<file path="src/rtl/cbus_ram_ctrl.sv">
// Cache-bus burst to single-port RAM bridge: first RAM access the cycle after acceptance,
// writes complete one beat per cycle, reads return READ_LATENCY cycles after issue; no response backpressure.
module cbus_ram_ctrl #(
   parameter int  ADDR_WIDTH   = 10,
   parameter int  DATA_WIDTH   = 64,
   parameter int  BYTE_WIDTH   = 8,
   parameter int  READ_LATENCY = 1,
   parameter int  LEN_WIDTH    = 4,
   localparam int BPW          = DATA_WIDTH / BYTE_WIDTH
) (
   input  logic                  clk,
   input  logic                  resetn,
   input  logic                  req_valid,
   input  logic                  req_is_write,
   input  logic [ADDR_WIDTH-1:0] req_addr,
   input  logic [LEN_WIDTH-1:0]  req_len,
   input  logic [BPW-1:0]        req_strobe,
   input  logic [DATA_WIDTH-1:0] req_data,
   output logic                  resp_ready,
   output logic                  resp_last,
   output logic [DATA_WIDTH-1:0] resp_data,
   output logic                  ram_en,
   output logic [ADDR_WIDTH-1:0] ram_addr,
   output logic [BPW-1:0]        ram_strobe,
   output logic [DATA_WIDTH-1:0] ram_wdata,
   input  logic [DATA_WIDTH-1:0] ram_rdata
);

   localparam int CW = LEN_WIDTH + 1;

   typedef enum logic [1:0] {IDLE, WRITE, READ, DONE} state_t;

   state_t                state, state_nxt;
   logic [ADDR_WIDTH-1:0] base;
   logic [LEN_WIDTH-1:0]  len;
   logic [CW-1:0]         issued, returned;
   logic [ADDR_WIDTH-1:0] beat_addr;
   logic                  issue_vld, ret_vld, ret_last;

   // counters carry one extra bit so an all-ones length still terminates
   assign beat_addr = base + ADDR_WIDTH'(issued);
   assign issue_vld = (state == READ) && (issued <= {1'b0, len});
   assign ret_last  = ret_vld && (returned == {1'b0, len});
   assign resp_data = ram_rdata;
   assign ram_wdata = req_data;

   generate
      if (READ_LATENCY == 0) begin : g_lat0
         assign ret_vld = issue_vld;
      end else begin : g_latn
         logic [READ_LATENCY-1:0] vld_pipe;
         always_ff @(posedge clk or negedge resetn) begin
            if (!resetn) begin
               vld_pipe <= '0;
            end else if (state == READ) begin
               vld_pipe <= (vld_pipe << 1) | READ_LATENCY'(issue_vld);
            end else begin
               vld_pipe <= '0;
            end
         end
         assign ret_vld = vld_pipe[READ_LATENCY-1];
      end
   endgenerate

   always_ff @(posedge clk or negedge resetn) begin
      if (!resetn) begin
         state    <= IDLE;
         base     <= '0;
         len      <= '0;
         issued   <= '0;
         returned <= '0;
      end else begin
         state <= state_nxt;
         case (state)
            IDLE: begin
               if (req_valid) begin
                  base     <= req_addr;
                  len      <= req_len;
                  issued   <= '0;
                  returned <= '0;
               end
            end
            WRITE: issued <= issued + CW'(1);
            READ: begin
               if (issue_vld) issued <= issued + CW'(1);
               if (ret_vld) returned <= returned + CW'(1);
            end
            default: ;
         endcase
      end
   end

   always_comb begin
      state_nxt  = state;
      resp_ready = 1'b0;
      resp_last  = 1'b0;
      ram_en     = 1'b0;
      ram_addr   = '0;
      ram_strobe = '0;
      case (state)
         IDLE: begin
            if (req_valid) state_nxt = req_is_write ? WRITE : READ;
         end
         WRITE: begin
            ram_en     = 1'b1;
            ram_addr   = beat_addr;
            ram_strobe = req_strobe;
            resp_ready = 1'b1;
            resp_last  = (issued == {1'b0, len});
            if (resp_last) state_nxt = DONE;
         end
         READ: begin
            ram_en     = issue_vld;
            ram_addr   = issue_vld ? beat_addr : '0;
            resp_ready = ret_vld;
            resp_last  = ret_last;
            if (ret_last) state_nxt = DONE;
         end
         DONE:    state_nxt = IDLE;
         default: state_nxt = IDLE;
      endcase
   end

endmodule

</file>
<file path="config.mk">
export PLATFORM = sky130hd
export DESIGN_NAME = cbus_ram_ctrl
export DESIGN_NICKNAME = d
export VERILOG_FILES = /design/src/rtl/cbus_ram_ctrl.sv
export SDC_FILE = /design/constraint.sdc
export NUM_CORES = 1
export LEC_CHECK = 0
export CAP_MARGIN = 20
export CORE_AREA = 10 10 109 111
export DETAILED_ROUTE_END_ITERATION = 6
export DIE_AREA = 0 0 119 121
export HOLD_SLACK_MARGIN = 0.08
export PLACE_DENSITY_LB_ADDON = 0.25
export SLEW_MARGIN = 20
export SYNTH_ARGS = -nofsm -noshare
export SYNTH_HDL_FRONTEND = slang
export SYNTH_SLANG_ARGS = --single-unit
</file>
<file path="constraint.sdc">
create_clock -name clk -period 4.2 [get_ports clk]
set_input_delay 1.26 -clock clk [delete_from_list [all_inputs] [get_ports clk]]
set_output_delay 1.26 -clock clk [all_outputs]
set_load 0.02 [all_outputs]
</file>
* After elaboration in Yosys (flattened, before gate mapping)
Index checks and enable logic that the tools add are counted.
** Word-level totals
- Bits in registers :: 27
- Bits of input ports :: 154
- Output and inout bits :: 149
- Logic and storage cells :: 46
** Cells by class
- $add $sub $neg :: 3
- $lt $le $gt $ge :: 1
- Eq/ne operators :: 10
- Multiplexer cells :: 17
- Reduce and logical (&&, ||, !) cells :: 9
** Operators with widths (count)
- one-hot mux 10 bit (2 select lines) :: 1
- 2-to-1 mux 5 bit :: 3
- one-hot mux 5 bit (3 select lines) :: 1
- adder 10 x 5 -> 10 bit :: 1
- adder 5 x 1 -> 5 bit, second input constant :: 2
- == test 5 x 4 -> 1 bit :: 2
- 2-to-1 mux 10 bit :: 1
- != test 2 bit, second input constant :: 5
- one-hot mux 5 bit (2 select lines) :: 1
- AND reduction 3 bit :: 3
- 2-to-1 mux 2 bit :: 4
- 2-to-1 mux 8 bit :: 1
- one-hot mux 2 bit (4 select lines) :: 1
- one-hot mux 1 bit (2 select lines) :: 3
- less-or-equal comparator 5 x 4 -> 1 bit :: 1
- == test 2 bit, second input constant :: 2
- nonzero test 3 bit :: 1
- == test 2 x 1 -> 1 bit, second input constant :: 1
- logical AND 1 bit :: 2
- zero test 2 bit :: 1
- AND reduction 2 bit :: 1
- nonzero test 2 bit :: 1
- 2-to-1 mux 1 bit :: 1

* Depth between registers and ports, before layout
- Depth in word-level cells :: 4
- Mapped depth :: 8
- Gate-level depth less buffers :: 8

* Worst setup path after synthesis
OpenSTA, ideal clock, no wires.
- Kind :: flip-flop to output port
- From :: register issued[2]
- To :: output ram_addr[4]
- Arrival :: 2.082 ns
- Data required time :: 2.940 ns
- Slack :: 0.858 ns
- Stages on the path, launching flop included :: 8
- Path buffers :: 1
- Path through :: dfrtp_1 > ha_1 > a211oi_1 > nand2_1 > a211oi_1 > o21ai_0 > buf_2 > a211oi_1
** On the way
- Word-level cells in the longest chain between the ends :: 4
- Elaborated cells between the ends (all ways) :: 5
- Classes of those cells :: add/sub (1); order compare (1); mux (2); reduce/logical (1)
** RTL lines
- start, declared :: line 36 : logic [CW-1:0] issued, returned;
- start signal, assigned :: line 83 : WRITE: issued <= issued + CW'(1);
- start signal, assigned :: line 85 : if (issue_vld) issued <= issued + CW'(1);
- parallel branches: the longest is 3 deep, another holds adder 10 x 5 -> 10 bit
- one-hot mux 10 bit (2 select lines) * :: line 100 : case (state)
- end, declared :: line 23 : output logic [ADDR_WIDTH-1:0] ram_addr,
Every way passes the cells marked *.

* Worst setup path after layout
- From :: register issued[2]
- To :: output ram_en
** On the way
- Word-level cells in the longest chain between the ends :: 3
** RTL lines
- less-or-equal comparator 5 x 4 -> 1 bit :: line 42 : assign issue_vld = (state == READ) && (issued <= {1'b0, len});
- logical AND 1 bit :: line 42
- one-hot mux 1 bit (2 select lines) :: line 100
- end, declared :: line 22 : output logic ram_en,
No other way between the ends.

==> flow_summary.json <==
{
  "status": "finished, final reports clean",
  "cellInternalPower_w": 0.0009390,
  "ys_top_cells_by_area": "sky130_fd_sc_hd__buf_4, sky130_fd_sc_hd__dfrtp_1, sky130_fd_sc_hd__ha_1",
  "peakVddDrop_mv": 0.3319,
  "finish.net_count": 411,
  "avgSynthCellArea_um2": 8.696,
  "part_of_the_power_in_registers": 0.282,
  "routed-via-count": 1693,
  "cap_violations": 0,
  "crit_path_start": "issued[2]",
  "hold_end": "base[0]",
  "synth_largest_area_cell": "sky130_fd_sc_hd__buf_4",
  "antenna_violating_nets_post_route": 0,
  "min_from": "base[0]",
  "gpl.final_weighted_congestion": 0.7574,
  "synthesis.yosys.warnings": 0,
  "worst_setup_hold_path_clk_slew_ps": 100,
  "antenna_cells_inserted": 0,
  "setup.worst_path.start_class": "register",
  "largest_net_degree_at_the_start_of_global_routing": 28,
  "yosysTopAreaCellShare": 0.3464,
  "setup_viol": 0,
  "setup_tns_ps": 0,
  "area_growth_syn_to_layout_pct": -9.517,
  "detail_route.wl_per_cell_um": 20.01,
  "critical_path_peak_fanout": 11,
  "netlist_instances": 319,
  "maxSlewViolCount": 0,
  "rsz0062_at_grt": "no",
  "crit_type": "register to output pin",
  "hold_path.class": "register to register",
  "gr-total-overflow": 0,
  "cts.path.max_buffers": 2,
  "final.period_utilization": 0.9268,
  "yosys.cell_count.top_type": "sky130_fd_sc_hd__buf_4",
  "relSlewSlack": 0.5495,
  "yosys_register_bits": 27,
  "cts_tree": "yes",
  "final.setup_skew_ps": 5.250,
  "numCtsBuffers": 3,
  "rows": 36,
  "die_width_um": 119,
  "wl_mm": 7.445,
  "yosys-top-cells-count": "sky130_fd_sc_hd__buf_4, sky130_fd_sc_hd__dfrtp_1, sky130_fd_sc_hd__inv_1",
  "via_per_inst": 4.551,
  "antenna_found_initial": 0,
  "postSynthNetCount": 490,
  "cts_num_sinks": 27,
  "initial_core_utilization": 0.2878,
  "fmax_mhz": 256.9,
  "die_h_um": 121,
  "first_global_vias": 1835,
  "synth_edf_count": 0,
  "postSynth.topFlopCell": "sky130_fd_sc_hd__dfrtp_1",
  "timing_worst_slew_pin_value_ps": 674.1,
  "htreeDepth": 1,
  "postCtsHoldBufs": 0,
  "power.clock.fraction": 0.089,
  "grt_first_pass_wirelength_mm": 11.05,
  "category_of_the_worst_setup_path_capture_point": "output pin",
  "synth_cell_type_count": 43,
  "first_iter_violations": 68,
  "p_leak_nw": 1.191,
  "synth_area_um2": 2774,
  "place_area_um2": 2437,
  "proportion_of_layout_cells_with_a_drive_suffix_above_1": 0.09205,
  "final_period_minus_worst_setup_slack_ps": 3893,
  "switching_share": 0.4590,
  "n_fill_cell": 1083,
  "reg2regPathDepth": 6,
  "ios": 303,
  "rrSetupSlack_ps": 2080,
  "clkLatencyLatePin_ps": 270,
  "p_per_area_nw_per_um2": 691.6,
  "rr_endpoint": "issued[3]",
  "ys_seq_area_frac": 0.2436,
  "dp_hpwl_mm": 6.287,
  "r2r_start": "issued[2]",
  "synth_async_sr_flop_share": 1.000,
  "buffer_ports.inserted": 46,
  "drt_pass1_iterations": 5,
  "route.detailed.drc": 0,
  "cell_depth_of_the_worst_min_delay_path": 1,
  "final-hold-violation-count": 0,
  "share_comb_of_total_power": 0.630,
  "gr-usage-all-layers": 0.09686,
  "switching_power_w": 0.0007968,
  "cts_root_buffer": "sky130_fd_sc_hd__clkbuf_8",
  "worstPathRequired_ps": 2940,
  "fp.dieArea_um2": 14400,
  "core_region_area_um2": 9639,
  "design_power_total_w": 0.001736,
  "cell_area_after_layout_um2": 2510,
  "crit_arrival_ps": 2630
}
-- flip-flops by register name (all words and copies together) (netlist names) --
signal,cells
state,2
len,4
base,10
issued,5
g_latn.vld_pipe,1
returned,5
-- power groups by stage --
stage,Clock (W),Combinational [W],Sequential [W]
after floorplan,0,0.000927,0.000453
after global placement,0,0.00111,0.000493
after detailed placement,0,0.00111,0.000498
after CTS,0.000164,0.00112,0.000491
after global routing,0.000178,0.00123,0.000510
final,0.000154,0.00109,0.000489
-- metal layers --
metal / GRT usage / part of all wire / up-vias
li1: - / - / 774
met1: 0.09004 / 0.32 / 738
met2: 0.1618 / 0.49 / 151
met3: 0.07120 / 0.17 / 30
met4: 0.03511 / 0.023 / 0
met5: 0.003472 / 0 / -
-- what timing repair did --
item | in CTS | in global routing
setup endpoints to repair | 0 | 10
setup buffers | 0 | 0
resized for setup | 0 | 11
-- metrics by stage --
step | utilization | worst slack, ps | hold slack [ps] | cells
final | 0.2604 | 307.5 | 534.3 | 372
after global routing | 0.2604 | 14.60 | 560.0 | 372
after CTS | 0.2577 | 74.15 | 538.0 | 372
after detailed placement | 0.2529 | 420.3 | 513.1 | 368
after global placement | 0.2529 | 398.4 | 514.9 | 368
after floorplan | - | 858.0 | 486.2 | 319
-- worst max-delay path by stage --
stage	end	slack, ps	cells after the start
floorplan	ram_addr[4]	860	7
global route	ram_en	10	8
detailed placement	ram_addr[2]	420	8
finish	ram_en	310	8
CTS	ram_addr[2]	70	8
global placement	ram_addr[3]	400	8
-- critical path: stages (launching register included) --
cell	delay, ps
sky130_fd_sc_hd__dfrtp_1	460
sky130_fd_sc_hd__ha_1	330
sky130_fd_sc_hd__a211oi_1	230
sky130_fd_sc_hd__nand2_1	100
sky130_fd_sc_hd__a211oi_1	250
sky130_fd_sc_hd__o21ai_0	130
sky130_fd_sc_hd__buf_4	200
sky130_fd_sc_hd__inv_1	60
sky130_fd_sc_hd__clkdlybuf4s50_1	600
-- cell type report --
class / count / area (um^2) / share of cell area
multi-input combinational: 143 / 1056 / 0.4207
sequential: 27 / 676.9 / 0.2697
timing repair buffer: 48 / 500.5 / 0.1994
tap: 133 / 166.4 / 0.06630
inverter: 17 / 63.81 / 0.02542
clock buffer: 3 / 41.29 / 0.01645
clock inverter: 1 / 5.005 / 0.001994
-- cell usage in the layout, fill, tap and decap left out, types with 3 or more instances in the layout --
master,count
sky130_fd_sc_hd__a211oi_1,6
sky130_fd_sc_hd__a21oi_1,7
sky130_fd_sc_hd__a22o_1,3
sky130_fd_sc_hd__and2_1,9
sky130_fd_sc_hd__clkbuf_8,3
sky130_fd_sc_hd__clkdlybuf4s50_1,36
sky130_fd_sc_hd__dfrtp_1,26
sky130_fd_sc_hd__dlymetal6s2s_1,10
sky130_fd_sc_hd__ha_1,16
sky130_fd_sc_hd__inv_1,17
sky130_fd_sc_hd__mux2_2,14
sky130_fd_sc_hd__nand2_1,13
sky130_fd_sc_hd__nand3_1,7
sky130_fd_sc_hd__nand3b_1,3
sky130_fd_sc_hd__nor2_1,11
sky130_fd_sc_hd__nor3_1,3
sky130_fd_sc_hd__o21ai_0,16
sky130_fd_sc_hd__or3_1,3
sky130_fd_sc_hd__xor2_1,3
-- logic make-up (layout without fill, tap and decap cells) --
logic type	Yosys count	in the layout	share of synthesized area
compound gates	45	45	0.1069
xor+xnor	5	5	0.01579
fa+ha+maj	17	17	0.07939
buf+inv	149	69	0.3757
flops	27	27	0.2436
mux	16	16	0.06405
simple gates	60	60	0.1146
(Power assumes the default switching activity.)
